### src/rtl/conv_wdma_pkg.sv
// Shared types for the conv write DMA: instruction layout, FSM states, token builder.
package conv_wdma_pkg;

  localparam int unsigned INST_ID_W   = 4;
  localparam int unsigned INST_NB_W   = 12;
  localparam int unsigned INST_ADDR_W = 16;
  // Remaining-beat counter holds up to 4096.
  localparam int unsigned REM_W       = 13;

  localparam logic [INST_ID_W-1:0] HOST_ID = 4'hF;

  // 32-bit instruction: target ID, beat count minus one, base word address.
  typedef struct packed {
    logic [INST_ID_W-1:0]   id;
    logic [INST_NB_W-1:0]   nbm1;
    logic [INST_ADDR_W-1:0] addr;
  } inst_t;

  typedef enum logic [2:0] {
    ST_IDLE,
    ST_ADDR,
    ST_DATA,
    ST_RESP,
    ST_DONE
  } state_e;

  // Completion token returned to the host on the instruction chain.
  function automatic logic [31:0] make_token(input logic [INST_NB_W-1:0] nbm1, input logic err);
    return {HOST_ID, nbm1, 15'b0, err};
  endfunction

endpackage

### src/rtl/conv_wdma_if.sv
// Bundle of the write DMA's instruction, result-stream and memory-write handshakes.
interface conv_wdma_if #(
  parameter int unsigned DW = 64,
  parameter int unsigned IW = 32,
  parameter int unsigned AW = 16
);
  logic [IW-1:0] inst_m_data;
  logic          inst_m_valid;
  logic          inst_m_ready;
  logic [IW-1:0] inst_s_data;
  logic          inst_s_valid;
  logic          inst_s_ready;
  logic [DW-1:0] d_data;
  logic          d_first;
  logic          d_last;
  logic          d_valid;
  logic          d_ready;
  logic [AW-1:0] mw_addr;
  logic [7:0]    mw_len;
  logic          mw_avalid;
  logic          mw_aready;
  logic [DW-1:0] mw_data;
  logic          mw_dlast;
  logic          mw_dvalid;
  logic          mw_dready;
  logic          mw_bvalid;
  logic          mw_bready;

  // DMA side.
  modport slave (
    input  inst_m_data, inst_m_valid, output inst_m_ready,
    output inst_s_data, inst_s_valid, input  inst_s_ready,
    input  d_data, d_first, d_last, d_valid, output d_ready,
    output mw_addr, mw_len, mw_avalid, input mw_aready,
    output mw_data, mw_dlast, mw_dvalid, input mw_dready,
    input  mw_bvalid, output mw_bready
  );

  // Environment side.
  modport master (
    output inst_m_data, inst_m_valid, input  inst_m_ready,
    input  inst_s_data, inst_s_valid, output inst_s_ready,
    output d_data, d_first, d_last, d_valid, input d_ready,
    input  mw_addr, mw_len, mw_avalid, output mw_aready,
    input  mw_data, mw_dlast, mw_dvalid, output mw_dready,
    output mw_bvalid, input mw_bready
  );
endinterface

### src/rtl/conv_wdma_axi_frs.sv
// Forward register slice: one registered stage, full throughput.
module axi_frs #(
  parameter int unsigned W = 32
) (
  input  logic         clk,
  input  logic         rst_n,
  input  logic [W-1:0] s_data_i,
  input  logic         s_valid_i,
  output logic         s_ready_o,
  output logic [W-1:0] m_data_o,
  output logic         m_valid_o,
  input  logic         m_ready_i
);
  logic [W-1:0] data_q;
  logic         valid_q;

  assign s_ready_o = !valid_q || m_ready_i;
  assign m_data_o  = data_q;
  assign m_valid_o = valid_q;

  // Load a new word whenever the slot is empty or being drained.
  always_ff @(posedge clk or negedge rst_n) begin
    if (!rst_n) begin
      data_q  <= '0;
      valid_q <= 1'b0;
    end else if (s_ready_o) begin
      valid_q <= s_valid_i;
      if (s_valid_i) data_q <= s_data_i;
    end
  end
endmodule

### src/rtl/conv_wdma.sv
// Convolution write DMA: drains a result stream into BL-aligned memory bursts, then issues a token.
// Optional build macro CONV_WDMA_FRAMECHK_EN enables first/last framing checks (token bit0).
module conv_wdma
  import conv_wdma_pkg::*;
#(
  parameter int unsigned DW = 64,
  parameter int unsigned IW = 32,
  parameter int unsigned AW = 16,
  parameter int unsigned BL = 16,
  parameter logic [3:0]  ID = 4'h0
) (
  input logic        clk,
  input logic        rst_n,
  conv_wdma_if.slave bus_io
);
  localparam int unsigned BLW = $clog2(BL);

  // Beats-1 of the next burst: limited by what is left and by the BL boundary.
  function automatic logic [7:0] burst_len_m1(input logic [AW-1:0] a, input logic [REM_W-1:0] r);
    logic [REM_W-1:0] room;
    room = REM_W'(BL) - REM_W'(a[BLW-1:0]);
    return (r < room) ? 8'(r - REM_W'(1)) : 8'(room - REM_W'(1));
  endfunction

  state_e               state_q;
  logic [AW-1:0]        addr_q;
  logic [REM_W-1:0]     rem_q;
  logic [INST_NB_W-1:0] nb_q;
  logic [7:0]           len_q;
  logic [7:0]           beat_q;
  logic                 err_q;

  inst_t            inst_c;
  logic             id_hit_c;
  logic             inst_fire_c;
  logic             beat_fire_c;
  logic             last_beat_c;
  logic             frame_bad_c;
  logic [REM_W-1:0] blen_c;
  logic [AW-1:0]    addr_nxt_c;
  logic [REM_W-1:0] rem_nxt_c;
  logic             frs_valid_c;
  logic             frs_ready_c;
  logic [IW-1:0]    frs_data_c;

  assign inst_c      = bus_io.inst_m_data;
  assign id_hit_c    = inst_c.id == ID;
  assign inst_fire_c = bus_io.inst_m_valid && bus_io.inst_m_ready;
  assign beat_fire_c = (state_q == ST_DATA) && bus_io.d_valid && bus_io.mw_dready;
  assign last_beat_c = beat_q == len_q;
  assign blen_c      = REM_W'(len_q) + REM_W'(1);
  assign addr_nxt_c  = addr_q + AW'(blen_c);
  assign rem_nxt_c   = rem_q - blen_c;

  // Port decodes; the data phase is a zero-latency pass-through.
  assign bus_io.inst_m_ready = (state_q == ST_IDLE) && frs_ready_c;
  assign bus_io.mw_addr      = addr_q;
  assign bus_io.mw_len       = len_q;
  assign bus_io.mw_avalid    = state_q == ST_ADDR;
  assign bus_io.mw_data      = DW'(bus_io.d_data);
  assign bus_io.mw_dvalid    = (state_q == ST_DATA) && bus_io.d_valid;
  assign bus_io.mw_dlast     = (state_q == ST_DATA) && last_beat_c;
  assign bus_io.d_ready      = (state_q == ST_DATA) && bus_io.mw_dready;
  assign bus_io.mw_bready    = state_q == ST_RESP;

  // Out slot carries forwarded instructions in IDLE and the token in DONE, never both.
  assign frs_valid_c = ((state_q == ST_IDLE) && bus_io.inst_m_valid && !id_hit_c) ||
                       (state_q == ST_DONE);
  assign frs_data_c  = (state_q == ST_DONE) ? IW'(make_token(nb_q, err_q)) : bus_io.inst_m_data;

  axi_frs #(.W(IW)) u_out_frs (
    .clk       (clk),
    .rst_n     (rst_n),
    .s_data_i  (frs_data_c),
    .s_valid_i (frs_valid_c),
    .s_ready_o (frs_ready_c),
    .m_data_o  (bus_io.inst_s_data),
    .m_valid_o (bus_io.inst_s_valid),
    .m_ready_i (bus_io.inst_s_ready)
  );

`ifdef CONV_WDMA_FRAMECHK_EN
  logic [INST_NB_W-1:0] gbeat_q;

  assign frame_bad_c = (bus_io.d_first != (gbeat_q == '0)) ||
                       (bus_io.d_last != (gbeat_q == nb_q));

  // Global beat index across all bursts of the current instruction.
  always_ff @(posedge clk or negedge rst_n) begin
    if (!rst_n) begin
      gbeat_q <= '0;
    end else if (inst_fire_c && id_hit_c) begin
      gbeat_q <= '0;
    end else if (beat_fire_c) begin
      gbeat_q <= gbeat_q + INST_NB_W'(1);
    end
  end
`else
  logic unused_frame_c;

  assign frame_bad_c    = 1'b0;
  assign unused_frame_c = bus_io.d_first ^ bus_io.d_last;
`endif

  // Instruction sequencing: address phase, data phase, response, repeat until all beats written.
  always_ff @(posedge clk or negedge rst_n) begin
    if (!rst_n) begin
      state_q <= ST_IDLE;
      addr_q  <= '0;
      rem_q   <= '0;
      nb_q    <= '0;
      len_q   <= '0;
      beat_q  <= '0;
      err_q   <= 1'b0;
    end else begin
      unique case (state_q)
        ST_IDLE: begin
          if (inst_fire_c && id_hit_c) begin
            addr_q  <= AW'(inst_c.addr);
            nb_q    <= inst_c.nbm1;
            rem_q   <= REM_W'(inst_c.nbm1) + REM_W'(1);
            len_q   <= burst_len_m1(AW'(inst_c.addr), REM_W'(inst_c.nbm1) + REM_W'(1));
            beat_q  <= '0;
            err_q   <= 1'b0;
            state_q <= ST_ADDR;
          end
        end
        ST_ADDR: begin
          if (bus_io.mw_aready) state_q <= ST_DATA;
        end
        ST_DATA: begin
          if (beat_fire_c) begin
            if (frame_bad_c) err_q <= 1'b1;
            if (last_beat_c) begin
              beat_q  <= '0;
              state_q <= ST_RESP;
            end else begin
              beat_q <= beat_q + 8'd1;
            end
          end
        end
        ST_RESP: begin
          if (bus_io.mw_bvalid) begin
            addr_q <= addr_nxt_c;
            rem_q  <= rem_nxt_c;
            if (rem_nxt_c == '0) begin
              state_q <= ST_DONE;
            end else begin
              len_q   <= burst_len_m1(addr_nxt_c, rem_nxt_c);
              state_q <= ST_ADDR;
            end
          end
        end
        ST_DONE: begin
          if (frs_ready_c) state_q <= ST_IDLE;
        end
        default: state_q <= ST_IDLE;
      endcase
    end
  end
endmodule

### src/flat_wrapper.sv
// flat-port wrapper written by rule: the top's interface ports become plain ports
module conv_wdma_flat import conv_wdma_pkg::*;
#(
  parameter int unsigned DW = 64,
  parameter int unsigned IW = 32,
  parameter int unsigned AW = 16,
  parameter int unsigned BL = 16,
  parameter logic [3:0]  ID = 4'h0
)
  (clk, rst_n, bus_io_inst_m_data, bus_io_inst_m_valid, bus_io_inst_m_ready, bus_io_inst_s_data, bus_io_inst_s_valid, bus_io_inst_s_ready, bus_io_d_data, bus_io_d_first, bus_io_d_last, bus_io_d_valid, bus_io_d_ready, bus_io_mw_addr, bus_io_mw_len, bus_io_mw_avalid, bus_io_mw_aready, bus_io_mw_data, bus_io_mw_dlast, bus_io_mw_dvalid, bus_io_mw_dready, bus_io_mw_bvalid, bus_io_mw_bready);
  conv_wdma_if #(.DW(DW), .IW(IW), .AW(AW)) bus_io_i ();
  input logic clk;
  input logic rst_n;
  input wire logic [$bits(bus_io_i.inst_m_data)-1:0] bus_io_inst_m_data;
  input wire logic [$bits(bus_io_i.inst_m_valid)-1:0] bus_io_inst_m_valid;
  output wire logic [$bits(bus_io_i.inst_m_ready)-1:0] bus_io_inst_m_ready;
  output wire logic [$bits(bus_io_i.inst_s_data)-1:0] bus_io_inst_s_data;
  output wire logic [$bits(bus_io_i.inst_s_valid)-1:0] bus_io_inst_s_valid;
  input wire logic [$bits(bus_io_i.inst_s_ready)-1:0] bus_io_inst_s_ready;
  input wire logic [$bits(bus_io_i.d_data)-1:0] bus_io_d_data;
  input wire logic [$bits(bus_io_i.d_first)-1:0] bus_io_d_first;
  input wire logic [$bits(bus_io_i.d_last)-1:0] bus_io_d_last;
  input wire logic [$bits(bus_io_i.d_valid)-1:0] bus_io_d_valid;
  output wire logic [$bits(bus_io_i.d_ready)-1:0] bus_io_d_ready;
  output wire logic [$bits(bus_io_i.mw_addr)-1:0] bus_io_mw_addr;
  output wire logic [$bits(bus_io_i.mw_len)-1:0] bus_io_mw_len;
  output wire logic [$bits(bus_io_i.mw_avalid)-1:0] bus_io_mw_avalid;
  input wire logic [$bits(bus_io_i.mw_aready)-1:0] bus_io_mw_aready;
  output wire logic [$bits(bus_io_i.mw_data)-1:0] bus_io_mw_data;
  output wire logic [$bits(bus_io_i.mw_dlast)-1:0] bus_io_mw_dlast;
  output wire logic [$bits(bus_io_i.mw_dvalid)-1:0] bus_io_mw_dvalid;
  input wire logic [$bits(bus_io_i.mw_dready)-1:0] bus_io_mw_dready;
  input wire logic [$bits(bus_io_i.mw_bvalid)-1:0] bus_io_mw_bvalid;
  output wire logic [$bits(bus_io_i.mw_bready)-1:0] bus_io_mw_bready;
  assign bus_io_i.inst_m_data = bus_io_inst_m_data;
  assign bus_io_i.inst_m_valid = bus_io_inst_m_valid;
  assign bus_io_inst_m_ready = bus_io_i.inst_m_ready;
  assign bus_io_inst_s_data = bus_io_i.inst_s_data;
  assign bus_io_inst_s_valid = bus_io_i.inst_s_valid;
  assign bus_io_i.inst_s_ready = bus_io_inst_s_ready;
  assign bus_io_i.d_data = bus_io_d_data;
  assign bus_io_i.d_first = bus_io_d_first;
  assign bus_io_i.d_last = bus_io_d_last;
  assign bus_io_i.d_valid = bus_io_d_valid;
  assign bus_io_d_ready = bus_io_i.d_ready;
  assign bus_io_mw_addr = bus_io_i.mw_addr;
  assign bus_io_mw_len = bus_io_i.mw_len;
  assign bus_io_mw_avalid = bus_io_i.mw_avalid;
  assign bus_io_i.mw_aready = bus_io_mw_aready;
  assign bus_io_mw_data = bus_io_i.mw_data;
  assign bus_io_mw_dlast = bus_io_i.mw_dlast;
  assign bus_io_mw_dvalid = bus_io_i.mw_dvalid;
  assign bus_io_i.mw_dready = bus_io_mw_dready;
  assign bus_io_i.mw_bvalid = bus_io_mw_bvalid;
  assign bus_io_mw_bready = bus_io_i.mw_bready;
  conv_wdma #(.DW(DW), .IW(IW), .AW(AW), .BL(BL), .ID(ID)) u_core (.clk(clk), .rst_n(rst_n), .bus_io(bus_io_i));
endmodule
### config.mk
export PLATFORM = sky130hd
export DESIGN_NAME = conv_wdma_flat
export DESIGN_NICKNAME = d
export VERILOG_FILES = /design/src/rtl/conv_wdma_pkg.sv /design/src/rtl/conv_wdma_if.sv /design/src/rtl/conv_wdma_axi_frs.sv /design/src/rtl/conv_wdma.sv /design/src/flat_wrapper.sv
export SDC_FILE = /design/constraint.sdc
export NUM_CORES = 1
export LEC_CHECK = 0
export BUFFER_PORTS_ARGS = -buffer_cell sky130_fd_sc_hd__buf_2
export CAP_MARGIN = 10
export CORE_UTILIZATION = 30
export DETAILED_ROUTE_END_ITERATION = 10
export HOLD_SLACK_MARGIN = 0.06
export PLACE_DENSITY = 0.58
export SYNTH_ARGS = -nofsm -noshare
export SYNTH_HDL_FRONTEND = slang
export SYNTH_SLANG_ARGS = --single-unit
### constraint.sdc
create_clock -name clk -period 5.9 [get_ports clk]
set_input_delay 1.18 -clock clk [delete_from_list [all_inputs] [get_ports clk]]
set_output_delay 1.18 -clock clk [all_outputs]
set_load 0.02 [all_outputs]
# Yosys cells after proc, flatten, opt, wreduce, memory -nomap -nowiden
# Cells that the tools add are included.
[classes]
n_eq_ne = 12
reduce_logical = 24
add_sub_neg = 11
n_mux = 25
order_cmp = 2
[ops]
columns = ["cell", "count"]
rows = [
  ["2-to-1 mux 8 bit", 8],
  ["2-to-1 mux 16 bit", 2],
  ["2-to-1 mux 32 bit", 1],
  ["case mux 16 bit (2 select lines)", 1],
  ["case mux 8 bit (2 select lines)", 2],
  ["subtractor 8 x 1 -> 8 bit (second input constant)", 4],
  ["less-than comparator 13 bit", 2],
  ["2-to-1 mux 13 bit", 2],
  ["case mux 13 bit (2 select lines)", 1],
  ["2-to-1 mux 3 bit", 7],
  ["adder 16 x 13 -> 16 bit", 1],
  ["case mux 3 bit (5 select lines)", 1],
  ["adder 12 x 1 -> 13 bit (second input constant)", 1],
  ["logical NOT 13 bit", 1],
  ["subtractor 13 x 9 -> 13 bit", 1],
  ["subtractor 5 x 4 -> 6 bit (first input constant)", 2],
  ["adder 8 x 1 -> 9 bit (second input constant)", 1],
  ["logical AND 1 bit", 9],
  ["adder 8 x 1 -> 8 bit (second input constant)", 1],
  ["equality test 8 bit", 1],
  ["inequality test 2 x 1 -> 1 bit (second input constant)", 4],
  ["equality test 3 x 2 -> 1 bit (second input constant)", 2],
  ["inequality test 2 bit (second input constant)", 3],
  ["AND reduction 3 bit", 2],
  ["other kinds (10)", 14],
]
[totals]
regBits = 93

# Logic depth before layout (Yosys ltp)
# Gate-level depths: netlist (run 1).
[logic_depth]
word_depth = 8
depth_mapped = 22

# By module
# A second synthesis (run 1) with hierarchy kept.
[hier_totals]
cells_unflattened = 819
hier_area_um2 = 7158.1
[modules_own_cells]
columns = ["mod", "area_per_inst_um2", "cells_each", "instances"]
rows = [
  ["conv_wdma", 5766.8, 748, 1],
  ["axi_frs", 1391.3, 71, 1],
]

# Worst setup path after synthesis (run 1)
# No wires, ideal clock.
[synth_path]
path_kind = "register -> register"
start = "reg u_core.len_q[0], in the netlist u_core.bus_io.mw_len[0]"
end = "reg u_core.len_q[4], in the netlist u_core.bus_io.mw_len[4]"
n_path_buf = 1
setup_time_ns = 0.076
synth_period_minus_slack_ns = 4.247
path_stages_with_launch = 21
arrival_ns = 4.170
slack_ns = 1.653
path_cell_list = "dfrtp_1 > ha_1 > fa_1 > inv_1 > ha_1 > inv_1 > ha_1 > a21boi_0 > o21a_1 > o21a_1 > o21ai_0 > and2_1 > clkbuf_1 > a31oi_1 > a311o_1 > a21boi_2 > ha_1 > inv_1 > nor3_1 > xor2_1 > o21ai_1"
[synth_between]
elab_chain_len = 8
elab_cells_between_ends = 14
classes_between = "add/sub: 6; order compare: 1; eq/ne: 1; mux: 4; reduce/logical: 2"
[synth_lines]
columns = ["element", "line_no", "text"]
rows = [
  ["start, declared", "conv_wdma.sv:29", "logic [7:0] len_q;"],
  ["start signal, assigned", "conv_wdma.sv:122", "len_q <= burst_len_m1(AW'(inst_c.addr), REM_W'(inst_c.nbm1) + REM_W'(1));"],
  ["start signal, assigned", "conv_wdma.sv:149", "len_q <= burst_len_m1(addr_nxt_c, rem_nxt_c);"],
  ["adder 8 x 1 -> 9 bit (*)", "conv_wdma.sv:51", "assign blen_c = REM_W'(len_q) + REM_W'(1);"],
  ["adder 16 x 13 -> 16 bit", "conv_wdma.sv:52", "assign addr_nxt_c = addr_q + AW'(blen_c);"],
  ["subtractor 5 x 4 -> 6 bit", "conv_wdma.sv:21", "room = REM_W'(BL) - REM_W'(a[BLW-1:0]);"],
  ["less-than comparator 13 bit / subtractor 8 x 1 -> 8 bit (equally long branches)", "conv_wdma.sv:22", "return (r < room) ? 8'(r - REM_W'(1)) : 8'(room - REM_W'(1));"],
  ["2-to-1 mux 8 bit", "conv_wdma.sv:22", ""],
  ["2-to-1 mux 8 bit", "conv_wdma.sv:146", "if (rem_nxt_c == '0) begin"],
  ["2-to-1 mux 8 bit", "conv_wdma.sv:143", "if (bus_io.mw_bvalid) begin"],
  ["case mux 8 bit (2 select lines)", "conv_wdma.sv:116", "unique case (state_q)"],
]
# Every way passes the cells marked *; elsewhere a longest branch is shown, timed or not. The select of a mux whose other input is x is not followed.
# A chain may end at the register's enable or synchronous reset.

# Worst setup path in the final report (run 1)
# Ends and elaborated chain as after synthesis.

==> flow_metrics.py, run 1 <==
metrics = {
    "run_status": {
        "outcome": "finished, final reports clean",
    },
    "final_layout": {
        "fill_cells": 2319,
        "regArea_um2": 2330,
        "fin_nets": 965,
        "antenna_cells": 0,
        "mostFrequentLayoutCells": "nand2_1, buf_2, dfrtp_1",
        "syn_to_final_growth_pct": 8.25,
        "drive_gt1_share_pct": 19.0,
        "multi_input_area_um2": 3750,
        "layout_commonest_cell": "nand2_1",
    },
    "timing": {
        "hold_viol": 0,
        "fin_crit_ns": 4.71,
        "tightest_slew_ns": 1.08,
        "finalSetupViolCount": 0,
        "slew_headroom_pct": 28.1,
        "fmax_mhz": 212,
        "whs_ns": 0.474,
        "rsz0062_at_grt": "no",
        "tns_ns": 0,
        "slew_violations": 0,
        "period_share_pct": 79.8,
        "fin_worst_skew_ns": 0.00848,
    },
    "cts": {
        "cts.sinks": 93,
        "post_cts_resized": 0,
        "cts_tree": "built",
        "cts_buffers": 9,
        "cts_root_buffer": "clkbuf_16",
        "post_cts.repair.setup_buffers": 0,
        "htree_levels": 3,
        "clk_path_buf_depth": 2,
        "clk_latency_ns": 0.36,
        "cts_hold_buf": 0,
        "clkTransAtPathRegs_ns": 0.07,
    },
    "detailed_routing": {
        "avgRoutedWirePerCell_um": 15.8,
        "drt_wl_total_um": 17600,
        "num_vias": 5568,
        "top_layer": "met4",
        "drc": 0,
        "antenna_left": 0,
        "wl_met3_um": 888,
        "drt-met1-wl_um": 8270,
        "drt_pass1_iterations": 5,
        "drtIter0Drc": 342,
        "met2WireLength_um": 8230,
        "drt-vias-per-instance": 5.02,
    },
    "worst_setup_path": {
        "required_ns": 6.12,
        "path_cells": "ha_1, nand3_1, nor2_1, xor2_1, inv_1, ha_1, a21oi_2, xnor2_1, a311oi_1, a32oi_1, nor4b_4, and2_1, a311o_1, a21boi_2, ha_1, inv_1, nor3_1, xor2_1, o21ai_1",
        "cp_top_family": "simple AND/OR/NAND/NOR gates",
        "cpMostUsedCell": "ha_1",
        "crit_arrival_ns": 4.93,
        "cpMaxStageDelayCell": "dfrtp_1",
        "critPathKind": "register to register",
        "end_kind": "register",
        "path_buf_inv": 2,
        "worstSetupStartpointType": "register",
        "critPathMaxFanout": 10,
        "max_stage_delay_ns": 0.50,
    },
    "synth": {
        "ys.flop_type": "dfrtp_1",
        "synth-edff-count": 0,
        "yosysSeqAreaShare_pct": 33.9,
        "yosysUniqueCellTypes": 72,
        "synth.largest_area_cell": "dfrtp_1",
        "syn_area_per_cell_um2": 8.47,
        "syn-num-nets": 950,
        "synth_top_area_share_pct": 33.9,
        "synthArstFlopShare_pct": 100,
        "synth_cells": 810,
        "synth_warnings": 0,
        "synthTopCellsByArea": "dfrtp_1, buf_4, ha_1",
        "ys_seq_elements": 93,
        "netlist_area_um2": 6860,
    },
    "power": {
        "p_total_mw": 4.68,
        "p_per_area_nw_per_um2": 630,
        "p_leak_nw": 3.52,
        "peakVddDrop_uv": 341,
    },
    "place": {
        "dp_hpwl_um": 13000,
        "portBuffers": 102,
        "globalplace.congestion": 0.840,
    },
    "floorplanning": {
        "die_area_um2": 23500,
        "core.rowCount": 54,
        "ios": 233,
        "coreArea_um2": 22100,
        "start_util_pct": 31.0,
        "chipWidth_um": 153,
        "fp.dieH_um": 153,
    },
    "global_route": {
        "track_usage_pct": 15.6,
        "antenna_found_initial": 0,
        "grt_pass1_wl_um": 29100,
        "grt_max_degree": 65,
        "grt_pass1_vias": 5402,
        "grt_overflow": 0,
    },
    "min_path": {
        "hp-class": "register to register",
    },
    "run": {
        "max_cap_violations": 0,
    },
}
## worst min-delay path, delay by kind of cell (launching register included)
family | cells | cell delay, ns
compound gates | 1 | 0.06
flops | 1 | 0.34
simple gates | 1 | 0.04
## kinds of logic (layout without fill, tap and decap cells)
logic type / count (synthesis) / in the layout / share of synthesized area, %
fa+ha+maj: 34 / 34 / 6.42
flops: 93 / 93 / 33.9
compound gates: 212 / 212 / 20.1
xor+xnor: 47 / 47 / 6.11
mux: 25 / 25 / 3.85
buf+inv: 138 / 158 / 11.4
simple gates: 261 / 261 / 18.2
## per-stage QoR
step | setup WS, ns | util, % | instance area [µm²] | cells
detailed placement | 1.13 | 32.2 | 7110 | 1094
global route | 0.656 | 33.6 | 7420 | 1110
floorplan | 1.65 | - | 6860 | 810
CTS | 1.13 | 33.6 | 7420 | 1110
finish | 1.19 | 33.6 | 7420 | 1110
global placement | 1.22 | 32.2 | 7110 | 1094
## cell usage after synthesis, types with 3 or more instances
| library cell | instances |
|---|---|
| nand2_1 | 104 |
| dfrtp_1 | 93 |
| o21ai_0 | 71 |
| buf_4 | 67 |
| nor2_1 | 60 |
| a21oi_1 | 50 |
| inv_1 | 34 |
| ha_1 | 32 |
| clkbuf_1 | 26 |
| xor2_1 | 24 |
| nand3_1 | 23 |
| xnor2_1 | 22 |
| a31oi_1 | 15 |
| mux2i_1 | 14 |
| and3_1 | 11 |
| mux2_2 | 11 |
| nand2b_1 | 10 |
| and2_1 | 9 |
| a21o_1 | 8 |
| nor3_1 | 8 |
| nand4_1 | 7 |
| nor2b_1 | 7 |
| o31ai_1 | 7 |
| buf_1 | 5 |
| buf_2 | 5 |
| nor4_1 | 5 |
| o21a_1 | 5 |
| o21bai_1 | 5 |
| o22a_1 | 5 |
| o21ai_1 | 4 |
| a311o_1 | 3 |
| a311oi_1 | 3 |
| and4_1 | 3 |
| o2111ai_1 | 3 |
| o22ai_1 | 3 |
## flip-flops by register name, indices dropped and copies added (netlist names)
signal,count
u_core.nb_q,12
u_core.beat_q,8
u_core.bus_io.mw_addr,16
u_core.rem_q,13
u_core.u_out_frs.m_data_o,32
u_core.bus_io.mw_len,8
u_core.state_q,3
u_core.u_out_frs.m_valid_o,1
## cell type report
class                           count  share of cell area [%]
Multi-Input combinational cell    579                    50.5
Sequential cell                    93                    31.4
Timing Repair Buffer              108                    7.52
Tap cell                          280                    4.72
Clock buffer                       11                    3.40
Inverter                           34                    1.72
Clock inverter                      5                   0.775
## layer usage
metal | GRT usage [%] | up-vias
met3 | 3.40 | 15
met5 | 0 | -
met1 | 21.2 | 2625
met4 | 4.18 | 0
li1 | - | 2804
met2 | 25.0 | 124
## report_power, final
part           internal [mW]  switching, mW  total, mW
sequential             0.891          0.234       1.13
clock                  0.353          0.267      0.620
combinational           1.14           1.79       2.93
## worst paths after layout
path | startpoint | depth (start not counted) | slack [ns] | end
max in group asynchronous | rst_n | 2 | 3.98 | u_core.beat_q[2]$_DFFE_PN0P_
worst min-delay path | u_core.u_out_frs.m_data_o[4]$_DFFE_PN0P_ | 2 | 0.47 | u_core.u_out_frs.m_data_o[4]$_DFFE_PN0P_
min in group asynchronous | rst_n | 1 | 0.79 | u_core.u_out_frs.m_data_o[31]$_DFFE_PN0P_
worst min register to register | u_core.u_out_frs.m_data_o[4]$_DFFE_PN0P_ | 2 | 0.47 | u_core.u_out_frs.m_data_o[4]$_DFFE_PN0P_
worst max-delay path | u_core.bus_io.mw_len[0]$_DFFE_PN0P_ | 19 | 1.19 | u_core.bus_io.mw_len[4]$_DFFE_PN0P_
worst max register to register | u_core.bus_io.mw_len[0]$_DFFE_PN0P_ | 19 | 1.19 | u_core.bus_io.mw_len[4]$_DFFE_PN0P_
Power figures use the tool's default switching activity.
==> run 2, diff against run 1 <==
--- a/config.mk
+++ b/config.mk
@@ -5,12 +5,13 @@
 export SDC_FILE = /design/constraint.sdc
 export NUM_CORES = 1
 export LEC_CHECK = 0
+export ABC_AREA = 1
 export BUFFER_PORTS_ARGS = -buffer_cell sky130_fd_sc_hd__buf_2
 export CAP_MARGIN = 10
 export CORE_UTILIZATION = 30
 export DETAILED_ROUTE_END_ITERATION = 10
 export HOLD_SLACK_MARGIN = 0.06
-export PLACE_DENSITY = 0.58
+export PLACE_DENSITY = 0.6
 export SYNTH_ARGS = -nofsm -noshare
 export SYNTH_HDL_FRONTEND = slang
 export SYNTH_SLANG_ARGS = --single-unit
==> constraint.sdc (replaced) <==
create_clock -name clk -period 4.07 [get_ports clk]
set_input_delay 0.814 -clock clk [delete_from_list [all_inputs] [get_ports clk]]
set_output_delay 0.814 -clock clk [all_outputs]
set_load 0.02 [all_outputs]
==> run 2 against run 1 <==
Effect of this change:
- hold slack improved by 0.0052 ns
- synthesized area is 2.9% higher
- global-route usage grew 0.84 points
- sequential cell count stayed put
- die area rose by 2.8%
- worst setup slack worse by 0.90 ns
- cell count increased by 21%
- sequential power is 46% higher
- first-iteration DRC count grew 24%
- register-to-register slack got worse by 0.90 ns
- largest power group unchanged
==> flow_metrics.py, run 2 <==
metrics = {
    "timing": {
        "rsz0062_at_grt": "no",
        "hold_viol": 0,
        "finalSetupViolCount": 0,
        "slew_headroom_pct": 29.2,
        "slew_violations": 0,
        "fmax_mhz": 265,
        "period_share_pct": 92.9,
        "fin_worst_skew_ns": 0.00869,
        "tightest_slew_ns": 1.06,
        "fin_crit_ns": 3.78,
        "tns_ns": 0,
        "setup_slack_ns": 0.291,
    },
    "synth": {
        "synth.largest_area_cell": "dfrtp_1",
        "syn-num-nets": 1125,
        "ys.flop_type": "dfrtp_1",
        "synth-edff-count": 0,
        "synth_fa_ha_area_share_pct": 6.24,
        "syn_area_per_cell_um2": 7.16,
        "yosysUniqueCellTypes": 50,
        "synthArstFlopShare_pct": 100,
        "synth_cells": 985,
        "synth_top_family_by_area": "simple AND/OR/NAND/NOR gates",
        "ys_top_cells_by_count": "nand2_1, inv_1, dfrtp_1",
        "netlist_area_um2": 7060,
        "yosysSeqAreaShare_pct": 33.0,
        "yosysMostFrequentCell": "nand2_1",
        "synth-xor-area-share_pct": 3.10,
        "ys_seq_elements": 93,
        "muxShareOfSynthArea_pct": 0.319,
        "yosys.area_share.simple_pct": 30.1,
        "synth_top_area_share_pct": 33.0,
        "synthTopCellsByArea": "dfrtp_1, nand2_1, buf_4",
        "synth_warnings": 0,
        "synth-compound-area-share_pct": 12.6,
    },
    "floorplanning": {
        "fp.dieH_um": 155,
        "die_area_um2": 24100,
        "chipWidth_um": 155,
        "core.rowCount": 55,
        "coreArea_um2": 22800,
        "ios": 233,
        "start_util_pct": 30.9,
    },
    "final_layout": {
        "fill_cells": 2480,
        "regArea_um2": 2330,
        "syn_to_final_growth_pct": 13.1,
        "fin_nets": 1169,
        "fin_util_pct": 34.9,
        "largest_register_ff_count": 32,
        "antenna_cells": 0,
        "mostFrequentLayoutCells": "nand2_1, inv_1, buf_2",
        "layout_commonest_cell": "nand2_1",
        "drive_gt1_share_pct": 19.9,
        "multi_input_area_um2": 3800,
    },
    "power": {
        "p_switching_mw": 3.80,
        "p_per_area_nw_per_um2": 934,
        "combPwrFrac_pct": 64.6,
        "switching_share_pct": 51.1,
        "intPower_mw": 3.65,
        "peakVddDrop_uv": 364,
        "power_frac_seq_pct": 22.1,
        "p_total_mw": 7.45,
        "clkPwrFrac_pct": 13.2,
        "p_leak_nw": 4.01,
    },
    "detailed_routing": {
        "drt_wl_total_um": 19100,
        "drtIter0Drc": 425,
        "drt_pass1_iterations": 5,
        "drt-vias-per-instance": 4.69,
        "drc": 0,
        "avgRoutedWirePerCell_um": 14.2,
        "num_vias": 6312,
        "antenna_left": 0,
    },
    "worst_setup_path": {
        "max_stage_delay_ns": 0.39,
        "end_kind": "register",
        "cpMaxStageDelayCell": "dfrtp_1",
        "worstSetupStartpointType": "register",
        "rrSetupSlack_ns": 0.29,
        "crit_arrival_ns": 4.04,
        "cpMostUsedCell": "nand2_1",
        "critPathKind": "register to register",
        "critPathMaxFanout": 5,
        "required_ns": 4.33,
    },
    "run_status": {
        "outcome": "finished, final reports clean",
    },
    "cts": {
        "clk_path_buf_depth": 2,
        "htree_levels": 3,
        "clkTransAtPathRegs_ns": 0.07,
        "cts_root_buffer": "clkbuf_16",
        "cts_tree": "built",
        "clk_latency_ns": 0.36,
        "cts_hold_buf": 0,
        "cts_buffers": 9,
        "cts.sinks": 93,
    },
    "min_path": {
        "hp-class": "register to register",
    },
    "place": {
        "dp_slack_ns": 0.121,
        "globalplace.congestion": 0.871,
        "dp_hpwl_um": 14700,
        "portBuffers": 102,
    },
    "global_route": {
        "grt_max_degree": 79,
        "grt_pass1_vias": 6240,
        "antenna_found_initial": 0,
        "grt_pass1_wl_um": 31400,
        "track_usage_pct": 16.5,
        "grt_overflow": 0,
    },
    "run": {
        "max_cap_violations": 0,
    },
}
run 2: repair_timing:
| action | CTS | global route |
|---|---|---|
| endpoints found under the hold margin | 0 | 0 |
| endpoints found under the setup margin | 0 | 4 |
| setup buffers | 0 | 5 |
| resized for setup | 0 | 19 |
run 2: power groups by stage:
| stage | clock network [mW] | logic (mW) | registers, mW |
|---|---|---|---|
| final | 0.987 | 4.81 | 1.65 |
| after global routing | 1.04 | 5.45 | 1.71 |
| after CTS | 1.01 | 4.57 | 1.64 |
| after detailed placement | 0 | 4.53 | 1.66 |
| after global placement | 0 | 4.51 | 1.64 |
| after floorplan | 0 | 3.10 | 1.91 |
run 2: critical path, delay by kind of cell, from the launching register on:
family | cells | cell delay, ns
flip-flops | 1 | 0.39
adder cells (fa/ha/maj) | 2 | 0.48
XOR/XNOR | 1 | 0.15
buffers and inverters | 2 | 0.33
AND/OR/NAND/NOR | 19 | 2.20
AO/OA/AOI/OAI | 1 | 0.13
run 2: final timing paths:
path | startpoint | cells after the start | endpoint
worst min register to register | u_core.u_out_frs.m_data_o[3]$_DFFE_PN0P_ | 2 | u_core.u_out_frs.m_data_o[3]$_DFFE_PN0P_
min in group asynchronous | rst_n | 1 | u_core.u_out_frs.m_data_o[15]$_DFFE_PN0P_
worst max-delay path | u_core.bus_io.mw_len[1]$_DFFE_PN0P_ | 25 | u_core.bus_io.mw_len[4]$_DFFE_PN0P_
worst max register to register | u_core.bus_io.mw_len[1]$_DFFE_PN0P_ | 25 | u_core.bus_io.mw_len[4]$_DFFE_PN0P_
max in group asynchronous | rst_n | 1 | u_core.bus_io.mw_len[2]$_DFFE_PN0P_
worst min-delay path | u_core.u_out_frs.m_data_o[3]$_DFFE_PN0P_ | 2 | u_core.u_out_frs.m_data_o[3]$_DFFE_PN0P_
run 2: final cells by class:
type | instances | share of cell area (%)
Inverter | 119 | 5.60
Multi-Input combinational cell | 684 | 47.7
Timing Repair Buffer | 122 | 8.31
Clock inverter | 5 | 1.11
Tap cell | 313 | 4.91
Clock buffer | 11 | 3.17
Sequential cell | 93 | 29.2
run 2: layer usage:
metal / share of wire (%) / track usage, % / wire length (µm)
met4: 2.6 / 5.46 / 499
met5: 0 / 0 / 0
met3: 4.6 / 3.87 / 877
met2: 47 / 27.7 / 9030
met1: 46 / 20.7 / 8730
run 2: kinds of logic after synthesis:
family          after synthesis
simple gates                467
buf+inv                     209
compound gates              155
flops                        93
fa+ha+maj                    34
xor+xnor                     25
mux                           2
run 2: stage by stage:
stage / area, µm² / std cells / hold WS (ns)
2_1_floorplan: 7060 / 985 / 0.453
3_3_place_gp: 7500 / 1325 / 0.460
3_5_place_dp: 7500 / 1325 / 0.465
4_1_cts: 7840 / 1341 / 0.482
5_1_grt: 7980 / 1347 / 0.502
6_report: 7980 / 1347 / 0.479
